`src/rtl/freq_trim_sar_if.sv`:
```
// Calibration/control bus between the power-up sequencer and the oscillator trim engine.
interface freq_trim_sar_if #(
    parameter int unsigned TW = 16,
    parameter int unsigned CW = 16,
    parameter int unsigned SW = 8
);
    localparam int unsigned BW = (TW > 1) ? $clog2(TW) : 1;

    logic          start;
    logic          abort;
    logic          mode;
    logic [BW-1:0] msb;
    logic [CW-1:0] rdiv;
    logic [CW-1:0] odiv;
    logic [CW-1:0] tol;
    logic [SW-1:0] settle;
    logic [TW-1:0] trim;
    logic [CW-1:0] meas;
    logic          busy;
    logic          done;
    logic          err;

    modport master (
        output start, abort, mode, msb, rdiv, odiv, tol, settle,
        input  trim, meas, busy, done, err
    );

    modport slave (
        input  start, abort, mode, msb, rdiv, odiv, tol, settle,
        output trim, meas, busy, done, err
    );
endinterface

```
`src/rtl/freq_trim_sar.sv`:
```
// Successive-approximation oscillator trim against rclk, with verify window and optional
// closed-loop tracking. Everything runs in the rclk domain; otog is synchronised here.
module freq_trim_sar #(
    parameter int unsigned TW = 16,
    parameter int unsigned CW = 16,
    parameter int unsigned SW = 8
) (
    input  logic            rclk,
    input  logic            rstb,
    input  logic            otog,
    freq_trim_sar_if.slave  bus
);
    localparam int unsigned   BW     = (TW > 1) ? $clog2(TW) : 1;
    localparam logic [BW-1:0] BP_MAX = BW'(TW - 1);

    typedef enum logic [2:0] {
        S_IDLE, S_SETTLE, S_MEAS, S_DECIDE, S_VERIFY, S_TRACK, S_DONE
    } state_t;

    typedef enum logic [1:0] {P_SAR, P_VER, P_TRK} phase_t;

    state_t        state, state_n;
    phase_t        phase, phase_n;
    logic [BW-1:0] bp, bp_n, bp0, bp0_n;
    logic [SW-1:0] scnt, scnt_n;
    logic [CW-1:0] wcnt, wcnt_n, ecnt, ecnt_n, meas, meas_n;
    logic [TW-1:0] trim, trim_n;
    logic          busy, busy_n, done, done_n, err, err_n;
    logic          start_q;
    logic          otog_s1, otog_s2, otog_s3;

    logic          start_rise_c, edge_c, slow_c, out_tol_c;
    logic [CW:0]   diff_c;
    logic [TW-1:0] lim_c;
    logic [BW-1:0] bp_start_c;

    // msb can only exceed TW-1 when TW is not a power of two
    if (TW == (1 << BW)) begin : g_pow2
        assign bp_start_c = bus.msb;
    end else begin : g_clamp
        assign bp_start_c = (bus.msb > BP_MAX) ? BP_MAX : bus.msb;
    end

    assign start_rise_c = bus.start & ~start_q;
    assign edge_c       = otog_s2 ^ otog_s3;
    assign slow_c       = meas < bus.odiv;
    assign diff_c       = (meas >= bus.odiv) ? ({1'b0, meas} - {1'b0, bus.odiv})
                                             : ({1'b0, bus.odiv} - {1'b0, meas});
    assign out_tol_c    = diff_c > {1'b0, bus.tol};
    // tracking ceiling: all ones in bits [bp0:0]
    assign lim_c        = {TW{1'b1}} >> (BP_MAX - bp0);

    assign bus.trim = trim;
    assign bus.meas = meas;
    assign bus.busy = busy;
    assign bus.done = done;
    assign bus.err  = err;

    // Two-flop synchroniser plus a delay flop for edge detection
    always_ff @(posedge rclk or negedge rstb) begin
        if (!rstb) begin
            otog_s1 <= 1'b0;
            otog_s2 <= 1'b0;
            otog_s3 <= 1'b0;
        end else begin
            otog_s1 <= otog;
            otog_s2 <= otog_s1;
            otog_s3 <= otog_s2;
        end
    end

    always_ff @(posedge rclk or negedge rstb) begin
        if (!rstb) begin
            state   <= S_IDLE;
            phase   <= P_SAR;
            bp      <= '0;
            bp0     <= '0;
            scnt    <= '0;
            wcnt    <= '0;
            ecnt    <= '0;
            meas    <= '0;
            trim    <= TW'(1) << (TW - 1);
            busy    <= 1'b0;
            done    <= 1'b0;
            err     <= 1'b0;
            start_q <= 1'b0;
        end else begin
            state   <= state_n;
            phase   <= phase_n;
            bp      <= bp_n;
            bp0     <= bp0_n;
            scnt    <= scnt_n;
            wcnt    <= wcnt_n;
            ecnt    <= ecnt_n;
            meas    <= meas_n;
            trim    <= trim_n;
            busy    <= busy_n;
            done    <= done_n;
            err     <= err_n;
            start_q <= bus.start;
        end
    end

    // Counters are loaded on entry to SETTLE/MEAS, so config is sampled there
    always_comb begin
        state_n = state;
        phase_n = phase;
        bp_n    = bp;
        bp0_n   = bp0;
        scnt_n  = scnt;
        wcnt_n  = wcnt;
        ecnt_n  = ecnt;
        meas_n  = meas;
        trim_n  = trim;
        busy_n  = busy;
        done_n  = done;
        err_n   = err;

        if (bus.abort) begin
            state_n = S_IDLE;
            phase_n = P_SAR;
            busy_n  = 1'b0;
            done_n  = 1'b0;
        end else begin
            case (state)
                S_IDLE, S_DONE: begin
                    if (start_rise_c) begin
                        bp_n    = bp_start_c;
                        bp0_n   = bp_start_c;
                        trim_n  = TW'(1) << bp_start_c;
                        done_n  = 1'b0;
                        err_n   = 1'b0;
                        busy_n  = 1'b1;
                        phase_n = P_SAR;
                        scnt_n  = bus.settle;
                        state_n = S_SETTLE;
                    end
                end
                S_SETTLE: begin
                    if (scnt == '0) begin
                        wcnt_n  = bus.rdiv;
                        ecnt_n  = '0;
                        state_n = S_MEAS;
                    end else begin
                        scnt_n = scnt - SW'(1);
                    end
                end
                S_MEAS: begin
                    if (wcnt != '0) begin
                        wcnt_n = wcnt - CW'(1);
                        if (edge_c && (ecnt != {CW{1'b1}})) ecnt_n = ecnt + CW'(1);
                    end else begin
                        meas_n = ecnt;
                        case (phase)
                            P_SAR:   state_n = S_DECIDE;
                            P_VER:   state_n = S_VERIFY;
                            default: state_n = S_TRACK;
                        endcase
                    end
                end
                S_DECIDE: begin
                    trim_n[bp] = slow_c;
                    if (bp != '0) begin
                        trim_n[bp - BW'(1)] = 1'b1;
                        bp_n = bp - BW'(1);
                    end else begin
                        phase_n = P_VER;
                    end
                    scnt_n  = bus.settle;
                    state_n = S_SETTLE;
                end
                S_VERIFY: begin
                    err_n  = out_tol_c;
                    done_n = 1'b1;
                    if (bus.mode) begin
                        phase_n = P_TRK;
                        state_n = S_TRACK;
                    end else begin
                        busy_n  = 1'b0;
                        state_n = S_DONE;
                    end
                end
                S_TRACK: begin
                    if (!out_tol_c) begin
                        err_n = 1'b0;
                    end else begin
                        err_n = 1'b1;
                        if (slow_c) begin
                            if (trim < lim_c) trim_n = trim + TW'(1);
                        end else if (trim != '0) begin
                            trim_n = trim - TW'(1);
                        end
                    end
                    phase_n = P_TRK;
                    scnt_n  = bus.settle;
                    state_n = S_SETTLE;
                end
                default: state_n = S_IDLE;
            endcase
        end
    end
endmodule
```
`src/flat_wrapper.sv`:
```
// flat-port wrapper written by rule: the top's interface ports become plain ports
module freq_trim_sar_flat 
#(
    parameter int unsigned TW = 16,
    parameter int unsigned CW = 16,
    parameter int unsigned SW = 8
)
  (rclk, rstb, otog, bus_start, bus_abort, bus_mode, bus_msb, bus_rdiv, bus_odiv, bus_tol, bus_settle, bus_trim, bus_meas, bus_busy, bus_done, bus_err);
  freq_trim_sar_if #(.TW(TW), .CW(CW), .SW(SW)) bus_i ();
  input  logic rclk;
  input  logic rstb;
  input  logic otog;
  input wire logic [$bits(bus_i.start)-1:0] bus_start;
  input wire logic [$bits(bus_i.abort)-1:0] bus_abort;
  input wire logic [$bits(bus_i.mode)-1:0] bus_mode;
  input wire logic [$bits(bus_i.msb)-1:0] bus_msb;
  input wire logic [$bits(bus_i.rdiv)-1:0] bus_rdiv;
  input wire logic [$bits(bus_i.odiv)-1:0] bus_odiv;
  input wire logic [$bits(bus_i.tol)-1:0] bus_tol;
  input wire logic [$bits(bus_i.settle)-1:0] bus_settle;
  output wire logic [$bits(bus_i.trim)-1:0] bus_trim;
  output wire logic [$bits(bus_i.meas)-1:0] bus_meas;
  output wire logic [$bits(bus_i.busy)-1:0] bus_busy;
  output wire logic [$bits(bus_i.done)-1:0] bus_done;
  output wire logic [$bits(bus_i.err)-1:0] bus_err;
  assign bus_i.start = bus_start;
  assign bus_i.abort = bus_abort;
  assign bus_i.mode = bus_mode;
  assign bus_i.msb = bus_msb;
  assign bus_i.rdiv = bus_rdiv;
  assign bus_i.odiv = bus_odiv;
  assign bus_i.tol = bus_tol;
  assign bus_i.settle = bus_settle;
  assign bus_trim = bus_i.trim;
  assign bus_meas = bus_i.meas;
  assign bus_busy = bus_i.busy;
  assign bus_done = bus_i.done;
  assign bus_err = bus_i.err;
  freq_trim_sar #(.TW(TW), .CW(CW), .SW(SW)) u_core (.rclk(rclk), .rstb(rstb), .otog(otog), .bus(bus_i));
endmodule
```
`config.mk`:
```
export PLATFORM = sky130hd
export DESIGN_NAME = freq_trim_sar_flat
export DESIGN_NICKNAME = d
export VERILOG_FILES = /design/src/rtl/freq_trim_sar_if.sv /design/src/rtl/freq_trim_sar.sv /design/src/flat_wrapper.sv
export SDC_FILE = /design/constraint.sdc
export NUM_CORES = 1
export LEC_CHECK = 0
export BUFFER_PORTS_ARGS = -buffer_cell sky130_fd_sc_hd__buf_4
export CAP_MARGIN = 10
export CORE_ASPECT_RATIO = 1.1
export CORE_MARGIN = 2
export CORE_UTILIZATION = 33
export CTS_CLUSTER_DIAMETER = 100
export DETAILED_ROUTE_END_ITERATION = 8
export HOLD_SLACK_MARGIN = 0.03
export SLEW_MARGIN = 10
export SYNTH_ARGS = -nofsm -noshare
export SYNTH_HDL_FRONTEND = slang
export SYNTH_SLANG_ARGS = --single-unit
```
`constraint.sdc`:
```
create_clock -name rclk -period 13.6 [get_ports rclk]
set_input_delay 2.72 -clock rclk [delete_from_list [all_inputs] [get_ports rclk]]
set_output_delay 2.72 -clock rclk [all_outputs]
set_load 0.03 [all_outputs]
```
==> impl_metrics.py, run 1 <==
metrics = {
    "final_layout": {
        "diodes": 0,
        "layout.cells.non_filler": 1431,
        "finish.instance_area_mm2": 0.009618,
        "nFillCells": 2530,
        "seq_area_mm2": 0.002303,
        "layout.nets": 1273,
        "area_growth_pct": 15.54,
        "drive_gt1_share_pct": 15.34,
        "multiInputGateArea_mm2": 0.005499,
    },
    "placement": {
        "routabilityCongestion": 0.9077,
        "place_area_mm2": 0.009313,
        "portBuffers": 100,
        "dp_hpwl_um": 17540,
        "placed_cells": 1415,
    },
    "die": {
        "die-width_um": 155.4,
        "num_rows": 60,
        "core_mm2": 0.02462,
        "die_area_mm2": 0.02651,
        "initial_utilization_pct": 33.81,
        "io_pins": 101,
        "die_y_um": 170.6,
    },
    "setup_path": {
        "critPathMaxStageDelay_ns": 0.78,
        "crit_slowest_cell": "a32oi_4",
        "arrival_ns": 8.27,
        "cp_max_fo": 27,
        "worst-setup-path-type": "input port to flip-flop",
        "cp_data_required_time_ns": 13.84,
        "cp-end-kind": "flip-flop",
        "path_delay_family": "compound AO/OA/AOI/OAI gates",
        "crit_top_cell": "a21oi_1",
        "cp_cell_sequence": "buf_4 > ha_1 > a21oi_1 > o21ai_0 > a211oi_1 > nand4b_1 > nand2_1 > mux2_2 > o211ai_1 > a21oi_1 > xnor2_1 > ha_1 > nand4_1 > nor4_1 > nand3_1 > o21ai_0 > a21oi_1 > a211o_1 > a32oi_4 > mux2_2",
        "start_kind": "input port",
        "critical_path_buf_inv_count": 1,
    },
    "drt": {
        "vias": 7698,
        "wl_per_cell_um": 16.07,
        "top_layer_used": "met4",
        "avgViaCountPerCell": 5.379,
        "antenna_left": 0,
        "dr_wl_met2_um": 10610,
        "drt_iter0_drc": 647,
        "met3_length_um": 1187,
        "wl_um": 22990,
        "drt-pass1-iter-count": 5,
        "drt-met1-wl_um": 10770,
        "drc_errors": 0,
    },
    "global_routing": {
        "grt_pass1_vias": 7264,
        "antenna_found_initial": 0,
        "grt_first_pass_wirelength_um": 37470,
        "grt_usage_pct": 17.48,
        "grt_remaining_overflow": 0,
        "grt_max_degree": 64,
    },
    "power_and_ir_drop": {
        "power.density_mw_per_mm2": 152.3,
        "worst_ir_drop_vdd_mv": 0.08461,
        "leakage_nw": 4.459,
    },
    "synth": {
        "synth_area_leaders": "dfrtp_1 (27%), ha_1 (13%), a21oi_1 (6.9%), o21ai_0 (5.4%), nor2_1 (4.2%)",
        "ys_async_sr_fraction_pct": 100.0,
        "yosysTopAreaCell": "dfrtp_1",
        "synth.distinct_cells": 70,
        "synthFlopType": "dfrtp_1",
        "synth_edf_count": 0,
        "syn_avg_cell_area_um2": 7.996,
        "synth_top_area_share_pct": 27.36,
        "yosysSeqAreaShare_pct": 27.67,
        "ys_warn_count": 0,
        "synthTopCellsByCount": "a21oi_1 (114), nor2_1 (93), dfrtp_1 (91)",
        "netlist_instances": 1041,
        "syn-num-nets": 1198,
        "synth_area_mm2": 0.008324,
        "ys_ff_latch": 92,
        "post-synth-top-count-cell": "a21oi_1",
    },
    "timing": {
        "max_slew_margin_pct": 34.10,
        "finalHoldViolCount": 0,
        "min_period_over_period_pct": 59.02,
        "fmax_mhz": 124.6,
        "holdWs_ns": 0.3519,
        "tns_ns": 0,
        "slew_violations": 0,
        "setup_violations": 0,
        "rsz0062_at_grt": "false",
        "worst_pin_slew_ns": 0.9884,
        "min_period_ns": 8.027,
        "clock_skew_ns": 0.009622,
    },
    "clock_tree": {
        "cts-resized-gates": 0,
        "clk_pin_slew_worst_paths_ns": 0.08,
        "clkSinkCount": 92,
        "insertion_delay_ns": 0.36,
        "numCtsBuffers": 9,
        "htree_levels": 3,
        "cts.path.max_buffers": 2,
        "ctsHoldBuffers": 0,
        "cts_root_buf": "clkbuf_16",
        "cts_setup_buffers": 0,
        "cts_tree": "built",
    },
    "flow_run": {
        "max_cap_violations": 0,
    },
    "hold_path": {
        "hp-class": "flip-flop to flip-flop",
    },
    "status": {
        "status": "finished, final reports clean",
    },
}
-- routing by layer --
layer,GRT usage (%),up-vias
met1,23.99,3564
li1,-,3881
met2,28.65,225
met3,2.482,28
met4,5.225,0
met5,0,-
-- worst paths after layout --
check,depth (start not counted),end,slack (ns),from
min,0,u_core.otog_s2,0.35,u_core.otog_s1
min reg2reg,0,u_core.otog_s2,0.35,u_core.otog_s1
max reg2reg,20,u_core.bus.trim[11],7.54,u_core.bus.meas[8]
min in group asynchronous,1,u_core.wcnt[10],2.27,rstb
max in group asynchronous,2,u_core.bus.trim[14],10.14,rstb
max,20,u_core.bus.trim[11],5.57,bus_odiv[8]
-- state kept, by name, indices dropped and copies added, names as in the netlist, 3 cells and up --
register / cells
u_core.bus.trim: 16
u_core.scnt: 8
u_core.wcnt: 16
u_core.bus.meas: 16
u_core.state: 3
u_core.ecnt: 16
u_core.bp: 4
u_core.bp0: 4
-- power breakdown --
part / switching, mW / total, mW / internal [mW]
Clock: 0.127 / 0.257 / 0.131
Combinational: 0.432 / 0.725 / 0.293
Sequential: 0.136 / 0.483 / 0.347
-- cells by family (layout without fill, tap and decap cells) --
family | after synthesis | in the layout | share of synthesized area [%]
AO/OA/AOI/OAI | 323 | 323 | 23.81
adder cells (fa/ha/maj) | 91 | 91 | 13.95
XOR/XNOR | 37 | 37 | 3.893
buffers and inverters | 130 | 210 | 6.268
AND/OR/NAND/NOR | 328 | 328 | 19.16
flip-flops | 92 | 92 | 27.67
multiplexers | 40 | 40 | 5.246
-- cells in the final DEF (no fill, tap or decap), drive strengths merged, types with 4 or more instances in the layout --
master	n
nor2	93
a211o	4
o21ai	92
buf	105
o21a	6
and4	5
and3	5
clkbuf	9
nand2b	12
xnor2	19
nor4	8
o221ai	4
a32oi	5
xor2	18
or2	5
dfrtp	91
a2111oi	5
o21bai	4
o22ai	15
or3	16
nand3b	7
a21o	11
o31ai	6
nor2b	7
nand3	31
a21oi	121
o211ai	4
a221o	4
nor3	33
nand2	78
and2	7
ha	88
a31oi	8
inv	92
mux2	26
a22oi	4
a211oi	16
mux2i	14
nand4	13
-- cell type report --
class | instances | share of cell area (%)
well taps | 310 | 4.033
clock buffers | 9 | 2.342
flip-flops and latches | 92 | 23.95
multi-input cells | 819 | 57.17
repair buffers | 105 | 8.196
clock inverters | 7 | 0.8326
inverters | 89 | 3.473
-- metrics by stage --
step	utilization [%]	power (mW)	setup slack, ns
2_1_floorplan	-	0.9939	6.728
3_3_place_gp	37.82	1.197	5.285
3_5_place_dp	37.82	1.208	5.201
4_1_cts	39.06	1.470	5.573
5_1_grt	39.06	1.596	5.053
6_report	39.06	1.465	5.573
Power figures use the tool's default switching activity.
==> inputs of run 2 (changes only) <==
--- a/config.mk
+++ b/config.mk
@@ -5,6 +5,7 @@
 export SDC_FILE = /design/constraint.sdc
 export NUM_CORES = 1
 export LEC_CHECK = 0
+export ABC_AREA = 1
 export BUFFER_PORTS_ARGS = -buffer_cell sky130_fd_sc_hd__buf_4
 export CAP_MARGIN = 10
 export CORE_ASPECT_RATIO = 1.1
==> constraint.sdc (replaced) <==
create_clock -name rclk -period 7.4 [get_ports rclk]
set_input_delay 1.48 -clock rclk [delete_from_list [all_inputs] [get_ports rclk]]
set_output_delay 1.48 -clock rclk [all_outputs]
set_load 0.03 [all_outputs]
==> impl_metrics.py, run 2 <==
metrics = {
    "status": {
        "status": "finished, final reports clean",
    },
    "synth": {
        "synth.distinct_cells": 57,
        "ys_ff_latch": 92,
        "post-synth-top-count-cell": "nand2_1",
        "yosysTopAreaCell": "dfrtp_1",
        "ys_warn_count": 0,
        "synth_top_area_share_pct": 25.89,
        "synthTopCellsByCount": "nand2_1 (308), inv_1 (182), o21ai_0 (120)",
        "synth_area_mm2": 0.008795,
        "netlist_instances": 1294,
        "syn-num-nets": 1451,
        "ys_async_sr_fraction_pct": 100.0,
        "synth_area_leaders": "dfrtp_1 (26%), nand2_1 (13%), ha_1 (13%), inv_1 (7.8%), o21ai_0 (6.8%)",
        "yosysSeqAreaShare_pct": 26.19,
        "synthFlopType": "dfrtp_1",
        "synth_edf_count": 0,
        "syn_avg_cell_area_um2": 6.797,
    },
    "timing": {
        "setup_violations": 0,
        "finalHoldViolCount": 0,
        "min_period_ns": 5.311,
        "rsz0062_at_grt": "false",
        "tns_ns": 0,
        "clock_skew_ns": 0.008704,
        "min_period_over_period_pct": 71.77,
        "worst_pin_slew_ns": 0.9699,
        "holdWs_ns": 0.3908,
        "fmax_mhz": 188.3,
        "max_slew_margin_pct": 35.27,
        "slew_violations": 0,
    },
    "final_layout": {
        "final_cell_mix": "nand2_1 (308), inv_1 (182), o21ai_0 (120)",
        "final_core_util_pct": 38.87,
        "multiInputGateArea_mm2": 0.005622,
        "drive_gt1_share_pct": 12.28,
        "layout.cells.non_filler": 1736,
        "diodes": 0,
        "layout.nets": 1536,
        "area_growth_pct": 15.55,
        "seq_area_mm2": 0.002303,
        "nFillCells": 2779,
        "final_common_cell": "nand2_1",
    },
    "setup_path": {
        "start_kind": "input port",
        "crit_top_cell": "nand2_1",
        "reg2reg_from": "u_core.bus.meas[8]",
        "ff2ff_setup_slack_ns": 2.82,
        "reg2reg_depth": 30,
        "reg2reg_to": "u_core.bus.trim[4]",
        "critPathMaxStageDelay_ns": 0.37,
        "critical_path_buf_inv_count": 3,
        "cp_data_required_time_ns": 7.64,
        "worst-setup-path-type": "input port to flip-flop",
        "arrival_ns": 5.55,
        "cp_max_fo": 32,
        "cp-end-kind": "flip-flop",
        "crit_slowest_cell": "ha_1",
        "path_delay_family": "simple AND/OR/NAND/NOR gates",
    },
    "drt": {
        "drc_errors": 0,
        "wl_um": 25420,
        "avgViaCountPerCell": 5.007,
        "drt-pass1-iter-count": 5,
        "vias": 8692,
        "antenna_left": 0,
        "wl_per_cell_um": 14.65,
        "drt_iter0_drc": 571,
    },
    "placement": {
        "placed_cells": 1720,
        "portBuffers": 100,
        "routabilityCongestion": 0.9309,
        "dp_hpwl_um": 19980,
    },
    "power_and_ir_drop": {
        "worst_ir_drop_vdd_mv": 0.1557,
        "leakage_nw": 5.155,
        "p_total_mw": 2.685,
        "power.density_mw_per_mm2": 264.2,
    },
    "clock_tree": {
        "clk_pin_slew_worst_paths_ns": 0.07,
        "ctsHoldBuffers": 0,
        "cts.path.max_buffers": 2,
        "cts_root_buf": "clkbuf_16",
        "htree_levels": 3,
        "cts_setup_buffers": 0,
        "numCtsBuffers": 9,
        "cts_tree": "built",
        "clkSinkCount": 92,
        "cts-resized-gates": 0,
        "insertion_delay_ns": 0.36,
    },
    "global_routing": {
        "grt-busiest-layer": "met2",
        "antenna_found_initial": 0,
        "grt_max_degree": 60,
        "met2_usage_pct": 29.65,
        "grt_remaining_overflow": 0,
        "grt_usage_pct": 18.32,
        "grt_first_pass_wirelength_um": 41860,
        "grt_use_met1_pct": 25.20,
        "grt_pass1_vias": 8275,
        "grt_util_met3_pct": 2.587,
    },
    "flow_run": {
        "max_cap_violations": 0,
    },
    "die": {
        "die_area_mm2": 0.02797,
        "die-width_um": 159.7,
        "initial_utilization_pct": 33.64,
        "core_mm2": 0.02614,
        "io_pins": 101,
        "die_y_um": 175.2,
        "num_rows": 62,
    },
    "hold_path": {
        "min_path_cells": 0,
        "hp-start": "u_core.otog_s1",
        "hp-class": "flip-flop to flip-flop",
        "holdPathEnd": "u_core.otog_s2",
    },
}
run 2: cell count changes in the layout (fill, tap and decap cells not counted), moves of 16 or more:
| cell | change |
|---|---|
| nand2_1 | +230 |
| inv_1 | +94 |
| nand3_1 | +43 |
| a21oi_1 | -31 |
| o21ai_0 | +30 |
| mux2_2 | -25 |
| or3_1 | -16 |
run 2: routing by layer:
metal	wire (um)	up-vias
li1	-	4487
met1	12010	3957
met2	11600	216
met3	1218	32
met4	593	0
met5	0	-
run 2: layout make-up:
cell class,instances,share of cell area [%]
Sequential cell,92,22.67
Inverter,195,7.252
Clock inverter,7,0.6772
Multi-Input combinational cell,979,55.32
Timing Repair Buffer,102,7.535
Tap cell,352,4.334
Clock buffer,9,2.216
run 2: cells by family after synthesis:
logic type	Yosys count	share of synthesized area, %
multiplexers	4	0.4553
AO/OA/AOI/OAI	284	18.51
adder cells (fa/ha/maj)	91	13.20
AND/OR/NAND/NOR	571	28.84
XOR/XNOR	29	2.888
flip-flops	92	26.19
buffers and inverters	223	9.916
run 2: stage by stage:
step / worst slack [ns] / area [um^2]
after floorplan: 2.691 / 8795
after global placement: 1.743 / 9868
after detailed placement: 1.694 / 9868
after CTS: 2.058 / 10160
after global routing: 1.644 / 10160
final: 2.089 / 10160
run 2: worst max-delay path by stage:
stage,cells past startpoint,to,startpoint,slack [ns]
2_1_floorplan,31,u_core.bus.trim[11],bus_odiv[8],2.69
3_3_place_gp,30,u_core.bus.trim[3],bus_odiv[8],1.74
3_5_place_dp,30,u_core.bus.trim[4],bus_odiv[8],1.69
4_1_cts,30,u_core.bus.trim[4],bus_odiv[8],2.06
5_1_grt,32,u_core.bus.trim[4],bus_odiv[8],1.64
6_report,30,u_core.bus.trim[4],bus_odiv[8],2.09
run 2: report_power, final:
group | switching, mW | internal [mW] | total (mW)
sequential | 0.191 | 0.642 | 0.833
combinational | 0.900 | 0.489 | 1.39
clock | 0.225 | 0.237 | 0.462
run 2: worst reg2reg max path, delay by kind of cell, from the launching register on:
| kind | cells | cell delay (ns) |
|---|---|---|
| compound gates | 3 | 0.50 |
| xor+xnor | 1 | 0.15 |
| fa+ha+maj | 2 | 0.69 |
| buf+inv | 3 | 0.48 |
| flops | 1 | 0.40 |
| simple gates | 21 | 2.24 |
